[src/rtl/serv_seq_pkg.sv]
// Shared types and helpers for the buffer-register sequencer.
package serv_seq_pkg;

   localparam int unsigned DATA_W  = 32;
   localparam int unsigned SHAMT_W = 5;

   // Sequencer phases
   typedef enum logic [2:0] {
      SEQ_IDLE     = 3'd0,
      SEQ_INIT     = 3'd1,
      SEQ_MEM_WAIT = 3'd2,
      SEQ_SHIFT    = 3'd3,
      SEQ_RUN      = 3'd4,
      SEQ_DONE     = 3'd5
   } seq_state_e;

   // Memory access size encodings
   localparam logic [1:0] SZ_BYTE = 2'b00;
   localparam logic [1:0] SZ_HALF = 2'b01;
   localparam logic [1:0] SZ_WORD = 2'b10;

   // Number of datapath cycles needed to cover one 32-bit pass
   function automatic int unsigned chunks_f(input int unsigned bits_per_cycle);
      return DATA_W / bits_per_cycle;
   endfunction

   // Half accesses need an even address, word accesses a 4-byte aligned one
   function automatic logic misaligned_f(input logic [1:0] size, input logic [1:0] lsb);
      return ((size == SZ_HALF) && lsb[0]) || ((size == SZ_WORD) && (lsb != 2'b00));
   endfunction

endpackage

[src/rtl/serv_seq_cnt.sv]
// Chunk counter: synchronous clear, wrap on terminal value, terminal-count flag.
module serv_seq_cnt #(
   parameter int unsigned W = 5
) (
   input  logic         i_clk,
   input  logic         i_rst,
   input  logic         i_clr,
   input  logic         i_inc,
   input  logic [W-1:0] i_last,
   output logic [W-1:0] o_cnt,
   output logic         o_tc
);

   // Terminal count is combinational so the sequencer can leave on the last chunk
   assign o_tc = (o_cnt == i_last);

   // Count up while enabled, wrapping back to zero after the terminal value
   always_ff @(posedge i_clk) begin
      if (i_rst || i_clr) begin
         o_cnt <= '0;
      end else if (i_inc) begin
         o_cnt <= o_tc ? '0 : o_cnt + W'(1);
      end
   end

endmodule

[src/rtl/serv_bufreg_seq.sv]
// Buffer-register sequencer: init -> (bus wait) -> (coarse shift) -> run -> done.
// Optional misaligned-access trap enabled by defining SERV_BUFREG_SEQ_MISALIGN_EN.
module serv_bufreg_seq
   import serv_seq_pkg::*;
#(
   parameter int unsigned BITS_PER_CYCLE = 1,
   parameter int unsigned LB             = $clog2(BITS_PER_CYCLE)
) (
   input  logic          i_clk,
   input  logic          i_rst,
   input  logic          i_op_valid,
   output logic          o_op_ready,
   input  logic          i_op_init,
   input  logic          i_op_mem,
   input  logic          i_op_shift,
   input  logic [1:0]    i_mem_size,
   input  logic [4:0]    i_shamt,
   input  logic [1:0]    i_lsb,
   output logic          o_dbus_cyc,
   input  logic          i_dbus_ack,
   output logic          o_cnt0,
   output logic          o_cnt1,
   output logic          o_en,
   output logic          o_init,
   output logic          o_shift_op,
   output logic [LB:0]   o_shift_counter_lsb,
   output logic          o_done,
   output logic          o_misalign
);

   localparam int unsigned CHUNKS = chunks_f(BITS_PER_CYCLE);
   localparam int unsigned CW     = SHAMT_W - LB;

   localparam logic [2:0] ST_IDLE     = SEQ_IDLE;
   localparam logic [2:0] ST_INIT     = SEQ_INIT;
   localparam logic [2:0] ST_MEM_WAIT = SEQ_MEM_WAIT;
   localparam logic [2:0] ST_SHIFT    = SEQ_SHIFT;
   localparam logic [2:0] ST_RUN      = SEQ_RUN;
   localparam logic [2:0] ST_DONE     = SEQ_DONE;

   logic [2:0]         state_q;
   logic [2:0]         state_d;
   logic               accept;

   logic               init_q;
   logic               mem_q;
   logic               shift_q;
   logic [1:0]         size_q;
   logic [SHAMT_W-1:0] shamt_q;

   logic [CW-1:0]      shamt_hi_q;
   logic [CW-1:0]      shamt_hi_in;
   logic [LB:0]        shamt_lo_ext;

   logic [CW-1:0]      cnt;
   logic [CW-1:0]      cnt_last;
   logic               cnt_tc;
   logic               cnt_inc;
   logic               cnt_clr;

   logic               misalign_hit;
   logic               misalign_q;
   logic               unused_bits;

   assign accept      = i_op_valid && (state_q == ST_IDLE);
   assign shamt_hi_q  = shamt_q[SHAMT_W-1:LB];
   assign shamt_hi_in = i_shamt[SHAMT_W-1:LB];

   // In-chunk shift amount; nothing left below the chunk boundary when one bit per cycle
   generate
      if (LB == 0) begin : g_lo_none
         assign shamt_lo_ext = '0;
      end else begin : g_lo_bits
         assign shamt_lo_ext = {1'b0, shamt_q[LB-1:0]};
      end
   endgenerate

`ifdef SERV_BUFREG_SEQ_MISALIGN_EN
   assign misalign_hit = mem_q && misaligned_f(size_q, i_lsb);
   assign unused_bits  = init_q;

   // Remember that the access trapped so DONE can flag it
   always_ff @(posedge i_clk) begin
      if (i_rst || accept) begin
         misalign_q <= 1'b0;
      end else if ((state_q == ST_INIT) && cnt_tc && misalign_hit) begin
         misalign_q <= 1'b1;
      end
   end
`else
   assign misalign_hit = 1'b0;
   assign misalign_q   = 1'b0;
   assign unused_bits  = ^{init_q, size_q, i_lsb};
`endif

   // Chunk counter shared by INIT, SHIFT and RUN; cleared on every phase change
   assign cnt_last = (state_q == ST_SHIFT) ? (shamt_hi_q - CW'(1)) : CW'(CHUNKS - 1);
   assign cnt_inc  = (state_q == ST_INIT) || (state_q == ST_SHIFT) || (state_q == ST_RUN);
   assign cnt_clr  = (state_d != state_q);

   serv_seq_cnt #(
      .W (CW)
   ) u_cnt (
      .i_clk  (i_clk),
      .i_rst  (i_rst),
      .i_clr  (cnt_clr),
      .i_inc  (cnt_inc),
      .i_last (cnt_last),
      .o_cnt  (cnt),
      .o_tc   (cnt_tc)
   );

   // Capture the op fields at accept; they stay frozen for the whole operation
   always_ff @(posedge i_clk) begin
      if (i_rst) begin
         init_q  <= 1'b0;
         mem_q   <= 1'b0;
         shift_q <= 1'b0;
         size_q  <= 2'b00;
         shamt_q <= '0;
      end else if (accept) begin
         init_q  <= i_op_init;
         mem_q   <= i_op_mem;
         shift_q <= i_op_shift;
         size_q  <= i_mem_size;
         shamt_q <= i_shamt;
      end
   end

   // State register
   always_ff @(posedge i_clk) begin
      if (i_rst) begin
         state_q <= ST_IDLE;
      end else begin
         state_q <= state_d;
      end
   end

   // Next-state logic
   always_comb begin
      state_d = state_q;
      case (state_q)
         ST_IDLE: begin
            if (accept) begin
               if (i_op_init) begin
                  state_d = ST_INIT;
               end else if (i_op_shift && (shamt_hi_in != '0)) begin
                  state_d = ST_SHIFT;
               end else begin
                  state_d = ST_RUN;
               end
            end
         end
         ST_INIT: begin
            if (cnt_tc) begin
               if (mem_q) begin
                  state_d = misalign_hit ? ST_DONE : ST_MEM_WAIT;
               end else if (shift_q && (shamt_hi_q != '0)) begin
                  state_d = ST_SHIFT;
               end else begin
                  state_d = ST_RUN;
               end
            end
         end
         ST_MEM_WAIT: begin
            if (i_dbus_ack) begin
               state_d = ST_RUN;
            end
         end
         ST_SHIFT: begin
            if (cnt_tc) begin
               state_d = ST_RUN;
            end
         end
         ST_RUN: begin
            if (cnt_tc) begin
               state_d = ST_DONE;
            end
         end
         ST_DONE: begin
            state_d = ST_IDLE;
         end
         default: begin
            state_d = ST_IDLE;
         end
      endcase
   end

   // Output decode from the registered state
   always_comb begin
      o_op_ready          = 1'b0;
      o_dbus_cyc          = 1'b0;
      o_cnt0              = 1'b0;
      o_cnt1              = 1'b0;
      o_en                = 1'b0;
      o_init              = 1'b0;
      o_shift_op          = 1'b0;
      o_shift_counter_lsb = '0;
      o_done              = 1'b0;
      o_misalign          = 1'b0;
      case (state_q)
         ST_IDLE: begin
            o_op_ready = 1'b1;
         end
         ST_INIT: begin
            o_en   = 1'b1;
            o_init = 1'b1;
            o_cnt0 = (cnt == '0);
            o_cnt1 = (cnt == CW'(1));
         end
         ST_MEM_WAIT: begin
            o_dbus_cyc = 1'b1;
         end
         ST_SHIFT: begin
            o_en = 1'b1;
         end
         ST_RUN: begin
            o_en                = 1'b1;
            o_cnt0              = (cnt == '0);
            o_cnt1              = (cnt == CW'(1));
            o_shift_op          = shift_q;
            o_shift_counter_lsb = shamt_lo_ext;
         end
         ST_DONE: begin
            o_done     = 1'b1;
            o_misalign = misalign_q;
         end
         default: begin
            o_op_ready = 1'b0;
         end
      endcase
   end

endmodule

[config.mk]
export PLATFORM = sky130hd
export DESIGN_NAME = serv_bufreg_seq
export DESIGN_NICKNAME = d
export VERILOG_FILES = /design/src/rtl/serv_seq_pkg.sv /design/src/rtl/serv_seq_cnt.sv /design/src/rtl/serv_bufreg_seq.sv
export SDC_FILE = /design/constraint.sdc
export NUM_CORES = 1
export LEC_CHECK = 0
export BUFFER_PORTS_ARGS = -buffer_cell sky130_fd_sc_hd__buf_2
export CORE_MARGIN = 3
export CORE_UTILIZATION = 57
export DETAILED_ROUTE_END_ITERATION = 12
export HOLD_SLACK_MARGIN = 0.15
export PLACE_DENSITY = 0.83
export SETUP_SLACK_MARGIN = 0.1
export SLEW_MARGIN = 0
export SYNTH_ARGS = -nofsm -noshare
export SYNTH_HDL_FRONTEND = slang
export SYNTH_HIERARCHICAL = 1
export SYNTH_SLANG_ARGS = --single-unit
[constraint.sdc]
create_clock -name i_clk -period 9.2 [get_ports i_clk]
set_clock_uncertainty 0.1 [all_clocks]
set_input_delay 1.84 -clock i_clk [delete_from_list [all_inputs] [get_ports i_clk]]
set_output_delay 1.84 -clock i_clk [all_outputs]
set_load 0.03 [all_outputs]
### Word-level counts from Yosys, hierarchy flattened

Index checks and enable logic that the tools add are counted.

| storage, ports and cells | value |
|---|---|
| flip-flop bits (word level) | 15 |
| bits of input ports | 16 |
| output and inout port bits | 10 |
| word-level logic and storage cells | 47 |

| operators by class | value |
|---|---|
| add/sub/neg operators | 2 |
| eq/ne operators | 8 |
| mux-type cells | 20 |
| reductions and logical operators | 12 |

Operator list:

| kind | count |
|---|---|
| $mux W3 | 9 |
| $pmux W3 S5 | 1 |
| $mux W5 | 2 |
| $reduce_bool A5 Y1 | 2 |
| $mux W1 | 8 |
| $eq A3 B2 Y1 const B | 2 |
| $eq A3 B3 Y1 const B | 2 |
| $add A5 B1 Y5 const B | 1 |
| $eq A5 B1 Y1 const B | 1 |
| $eq A5 B5 Y1 | 1 |
| $logic_not A5 Y1 | 1 |
| $sub A5 B1 Y5 const B | 1 |
| $eq A3 B1 Y1 const B | 1 |
| $logic_and A1 B1 Y1 | 3 |
| $logic_not A3 Y1 | 1 |
| $logic_or A1 B1 Y1 | 3 |
| $ne A3 B3 Y1 | 1 |
| $reduce_or A3 Y1 | 1 |
| $reduce_or A2 Y1 | 1 |

### Longest topological paths before layout

| depth | value |
|---|---|
| depth in word-level cells | 8 |
| mapped depth | 14 |
| mapped depth without buffers | 14 |

### By module

Netlist, hierarchy kept.

By module, submodules not included:

| module | instances | cells each | area an instance (µm²) | sequential area each (µm²) |
|---|---|---|---|---|
| serv_bufreg_seq | 1 | 109 | 797.0 | 200.2 |
| serv_seq_cnt | 1 | 39 | 345.3 | 100.1 |

### Least setup slack after synthesis

Ideal clock, no wire load.

| timing | value |
|---|---|
| path type | input to register |
| start point | input port i_shamt[0] |
| end point | register u_cnt.o_cnt[0] |
| library setup time | 62 ps |
| arrival | 3508 ps |
| required time | 9038 ps |
| setup slack | 5529 ps |
| cell stages on the path | 7 |
| path through | or4_1 -> o211a_1 -> a211oi_1 -> o221ai_1 -> nor4b_1 -> o21ai_0 -> nand3_1 |

| on the way | value |
|---|---|
| longest elaborated chain between the ends | 8 |

RTL lines:

| element | RTL line | RTL |
|---|---|---|
| start: declaration | serv_bufreg_seq.sv:17 | `input logic [4:0] i_shamt,` |
| $reduce_bool A5 Y1 | serv_bufreg_seq.sv:147 | `end else if (i_op_shift && (shamt_hi_in != '0)) begin` |
| $logic_and A1 B1 Y1 | serv_bufreg_seq.sv:147 |  |
| $mux W3 | serv_bufreg_seq.sv:147 |  |
| $mux W3 | serv_bufreg_seq.sv:145 | `if (i_op_init) begin` |
| $mux W3 | serv_bufreg_seq.sv:144 | `if (accept) begin` |
| $pmux W3 S5 | serv_bufreg_seq.sv:142 | `case (state_q)` |
| $ne A3 B3 Y1 | serv_bufreg_seq.sv:99 | `assign cnt_clr = (state_d != state_q);` |
| net cnt_clr | serv_bufreg_seq.sv:59 | `logic cnt_clr;` |
| $logic_or A1 B1 Y1 | serv_seq_cnt.sv:19 | `if (i_rst \|\| i_clr) begin` |
| end signal: assignment | serv_seq_cnt.sv:22 | `o_cnt <= o_tc ? '0 : o_cnt + W'(1);` |
| end: declaration | serv_seq_cnt.sv:10 | `output logic [W-1:0] o_cnt,` |

The timed path passes the listed nets, and every way through them passes these cells.
A chain may end at the register's enable or synchronous reset.

### Worst setup path in the final report

| timing | value |
|---|---|
| start point | register state_q[2] |
| end point | register u_cnt.o_cnt[1] |

| on the way | value |
|---|---|
| longest elaborated chain between the ends | 7 |
| elaborated cells on any way between the ends | 19 |

RTL lines:

| element | RTL line | RTL |
|---|---|---|
| start: declaration | serv_bufreg_seq.sv:41 | `logic [2:0] state_q;` |
| start signal: assignment | serv_bufreg_seq.sv:135 | `state_q <= state_d;` |
| $eq A3 B2 Y1 * | serv_bufreg_seq.sv:97 | `assign cnt_last = (state_q == ST_SHIFT) ? (shamt_hi_q - CW'(1)) : CW'(CHUNKS - 1);` |
| $mux W5 * | serv_bufreg_seq.sv:97 |  |
| net cnt_last[4] | serv_bufreg_seq.sv:56 | `logic [CW-1:0] cnt_last;` |
| $eq A5 B5 Y1 * | serv_seq_cnt.sv:15 | `assign o_tc = (o_cnt == i_last);` |
| net cnt_tc | serv_bufreg_seq.sv:57 | `logic cnt_tc;` |
| $mux W3, on equally long branches | serv_bufreg_seq.sv:176, serv_bufreg_seq.sv:155, serv_bufreg_seq.sv:171 |  |
| $pmux W3 S5 * | serv_bufreg_seq.sv:142 |  |
| $ne A3 B3 Y1 * | serv_bufreg_seq.sv:99 |  |
| net cnt_clr | serv_bufreg_seq.sv:59 |  |
| $logic_or A1 B1 Y1 * | serv_seq_cnt.sv:19 |  |

Mark *: on every way through the listed nets, which the timed path passes. The rest lies on a longest branch.

==> results.md <==
- Die Span Y: 50.8 um
- Hold Path Depth: 2
- Share of the synthesized area in the top cell type: 26.3%
- HP Class: flip-flop to flip-flop
- Max VDD drop: 0.101 mV
- Maxcap violations: 0
- Synth Flop Type: dfxtp_1
- Unrepaired setup endpoints after global routing: false
- Synth Area in Compound Gates: 25.0%
- ANT nets after route: 0
- Gpl congestion: 0.884
- Clock period minus worst slack: 3850 ps
- Crit Path Category: flip-flop to flip-flop
- Die X-Extent: 50.8 um
- Final setup fails: 0
- Area leader, netlist: dfxtp_1
- Detailed-router iteration count before antenna repair: 6
- CTS Buf Count: 3
- Simple-gate share of the synthesized area: 31.7%
- Seq/Total Area, Yosys: 26.3%
- Worst slack at placement: 5180 ps
- Largest cells by area after synthesis: dfxtp_1, nand2_1, a21oi_1
- Routed via count: 1111
- Post-Syn Area: 1140 sq um
- Outcome: completed
- Initial DRC Count: 19
- Fin Setup TNS: 0 ps
- Critical path buffers and inverters: 1
- DIE AREA: 2580 sq um
- Yosys reg bits: 15
- Synth Area in Adders: 3.29%
- Final hold vios: 0
- Yosys Warn Count: 6
- Fin nets: 184
- Pwr dens: 143 nW/um^2
- Fmax: 260 MHz
- Clock-pin slew on the worst setup and hold paths: 100 ps
- Max incr delay on CP: 620 ps
- Period utilization: 41.9%
- Most instantiated cells after synthesis: nand2_1, dfxtp_1, a21oi_1, nor2_1, inv_1
- H-tree Lvls: 1
- IO buf count: 19
- CP max FO: 13
- Area Overhead vs Synth: 10.3%
- Xor and xnor fraction of the mapped netlist area: 5.37%
- Post-synth EDFFs: 0
- CP Capture Type: flip-flop
- Slew @ Worst Pin: 783 ps
- Req. time, crit path: 9270 ps
- Tot Pwr: 0.180 mW
- CP arrival: 3920 ps
- FP Rows: 15
- Critical Path Stages: 13
- Critical path's top delay family: simple AND/OR/NAND/NOR gates
- Synth cell types: 46
- Post-Route WL: 2500 um
- Cts hold-fix bufs: 0
- Largest net degree at the start of global routing: 14
- Ports: 26
- Synthesized instance count: 148
- GRT Residual Overflow: 0
- Postcts setup bufs: 0
- Ant. Diodes: 0
- Worst reg-to-reg setup slack: 5350 ps
- Clock latency on the worst-skew pair: 280 ps
- Largest family of logic cells by synthesized area: simple AND/OR/NAND/NOR gates
- Static leakage: 0.498 nW
- CTS tree: built
- Maximum root-to-sink buffer count: 2
- Syn_area_per_cell: 7.72 sq um
- CORE AREA: 1800 sq um
- Relative slew margins: 47.7%
- Average wire per standard cell: 13.2 um
- Clk root buf: clkbuf_4
- GR Util All Layers: 21.6%
- Post_cts resized: 0
- Antenna violations before repair: 0
- First-pass GRT wire length: 4310 um
- Most common cell in the netlist: nand2_1
- Drt drc: 0
- Worst R2R Path Depth: 13
- Cell Chain, Critical Path: inv_1 > and3_1 > o21ai_0 > xor2_1 > nor3_2 > nor3b_1 > nand2b_1 > a2111oi_4 > a211oi_1 > o221ai_1 > nand4bb_1 > o21bai_1 > o211ai_1
- Asr flop ratio synth: 0%
- Vias/cell: 5.88
- Number of global-route vias before repair: 1060
- Starting Density: 63.4%
- Final Max Tran Viols: 0
- CTS sink cnt: 15
- Setup slack after layout: 5350 ps
- Hpwl dp: 1880 um
- Startpoint Class: flip-flop
- Mux contribution to synthesized area: 2.63%
- CP max stage cell: nor3b_1
- Share of post-route cells with drive strength above 1: 18.9%
[per-layer routing]
metal | part of all wire, % | global-route usage, % | up-vias
li1 | - | - | 559
met1 | 44 | 23.9 | 515
met2 | 50 | 41.1 | 33
met3 | 4.8 | 3.56 | 4
met4 | 0.92 | 6.73 | 0
met5 | 0 | 0 | -
[cell families (layout without fill, tap and decap cells)]
group,Yosys count,after routing
xor gates and xnor gates,7,7
AOI/OAI and AO/OA,39,39
and+or+nand+nor,66,66
buffers and inverters,14,29
DFF,15,15
muxes,3,3
adders and majority gates,3,3
other,1,2
[cell type report]
type | count | area, sq um
multi-input combinational | 120 | 783
fill | 155 | 542
sequential | 15 | 300
timing repair buffer | 19 | 95.1
tap | 25 | 31.3
clock buffer | 3 | 22.5
inverter | 6 | 22.5
clock inverter | 1 | 5.00
[layout by cell type, fill, tap and decap left out, types with 3 or more instances in the layout]
| cell type | count |
|---|---|
| mux2i_1 | 3 |
| nand2b_1 | 3 |
| buf_2 | 19 |
| a21oi_1 | 12 |
| dfxtp_1 | 15 |
| xor2_1 | 5 |
| ha_1 | 3 |
| nand2_1 | 23 |
| a211oi_1 | 5 |
| nand3_1 | 5 |
| nor2_1 | 12 |
| inv_1 | 6 |
| o21ai_0 | 5 |
| clkbuf_4 | 3 |
| nor2b_1 | 3 |
[worst paths after layout]
check	from	to
worst max-delay path	state_q[2]	u_cnt/o_cnt[1]
worst min-delay path	shamt_hi_q[1]	shamt_hi_q[1]
worst max register to register	state_q[2]	u_cnt/o_cnt[1]
worst min register to register	shamt_hi_q[1]	shamt_hi_q[1]
[report_power, final]
group | total (mW) | internal (mW) | switching, mW
Combinational | 0.0604 | 0.0237 | 0.0367
Sequential | 0.0802 | 0.0701 | 0.0101
Clock | 0.0390 | 0.0161 | 0.0228
Total | 0.180 | 0.110 | 0.0697
[per-stage QoR]
| step | util, % | cells | area (sq um) | hold WS [ps] |
|---|---|---|---|---|
| floorplan | - | 149 | 1150 | 349 |
| global placement | 68.4 | 185 | 1230 | 367 |
| detailed placement | 68.4 | 185 | 1230 | 377 |
| CTS | 69.9 | 189 | 1260 | 394 |
| global route | 69.9 | 189 | 1260 | 423 |
| finish | 69.9 | 189 | 1260 | 387 |
[worst register-to-register path, cell delays in order (launching register included)]
cell and delay, ps:
dfxtp_1 600, inv_1 160, and3_1 260, o21ai_0 110
xor2_1 120, nor3_2 340, nor3b_1 620, nand2b_1 220
a2111oi_4 390, a211oi_1 100, o221ai_1 290, nand4bb_1 190
o21bai_1 130, o211ai_1 100
[sequential cells by signal, summed over array words and instances (netlist names)]
| signal | flops |
|---|---|
| mem_q | 1 |
| shamt_hi_q | 5 |
| u_cnt/o_cnt | 5 |
| state_q | 3 |
| shift_q | 1 |
No activity file was read; power rests on OpenSTA's default activity.
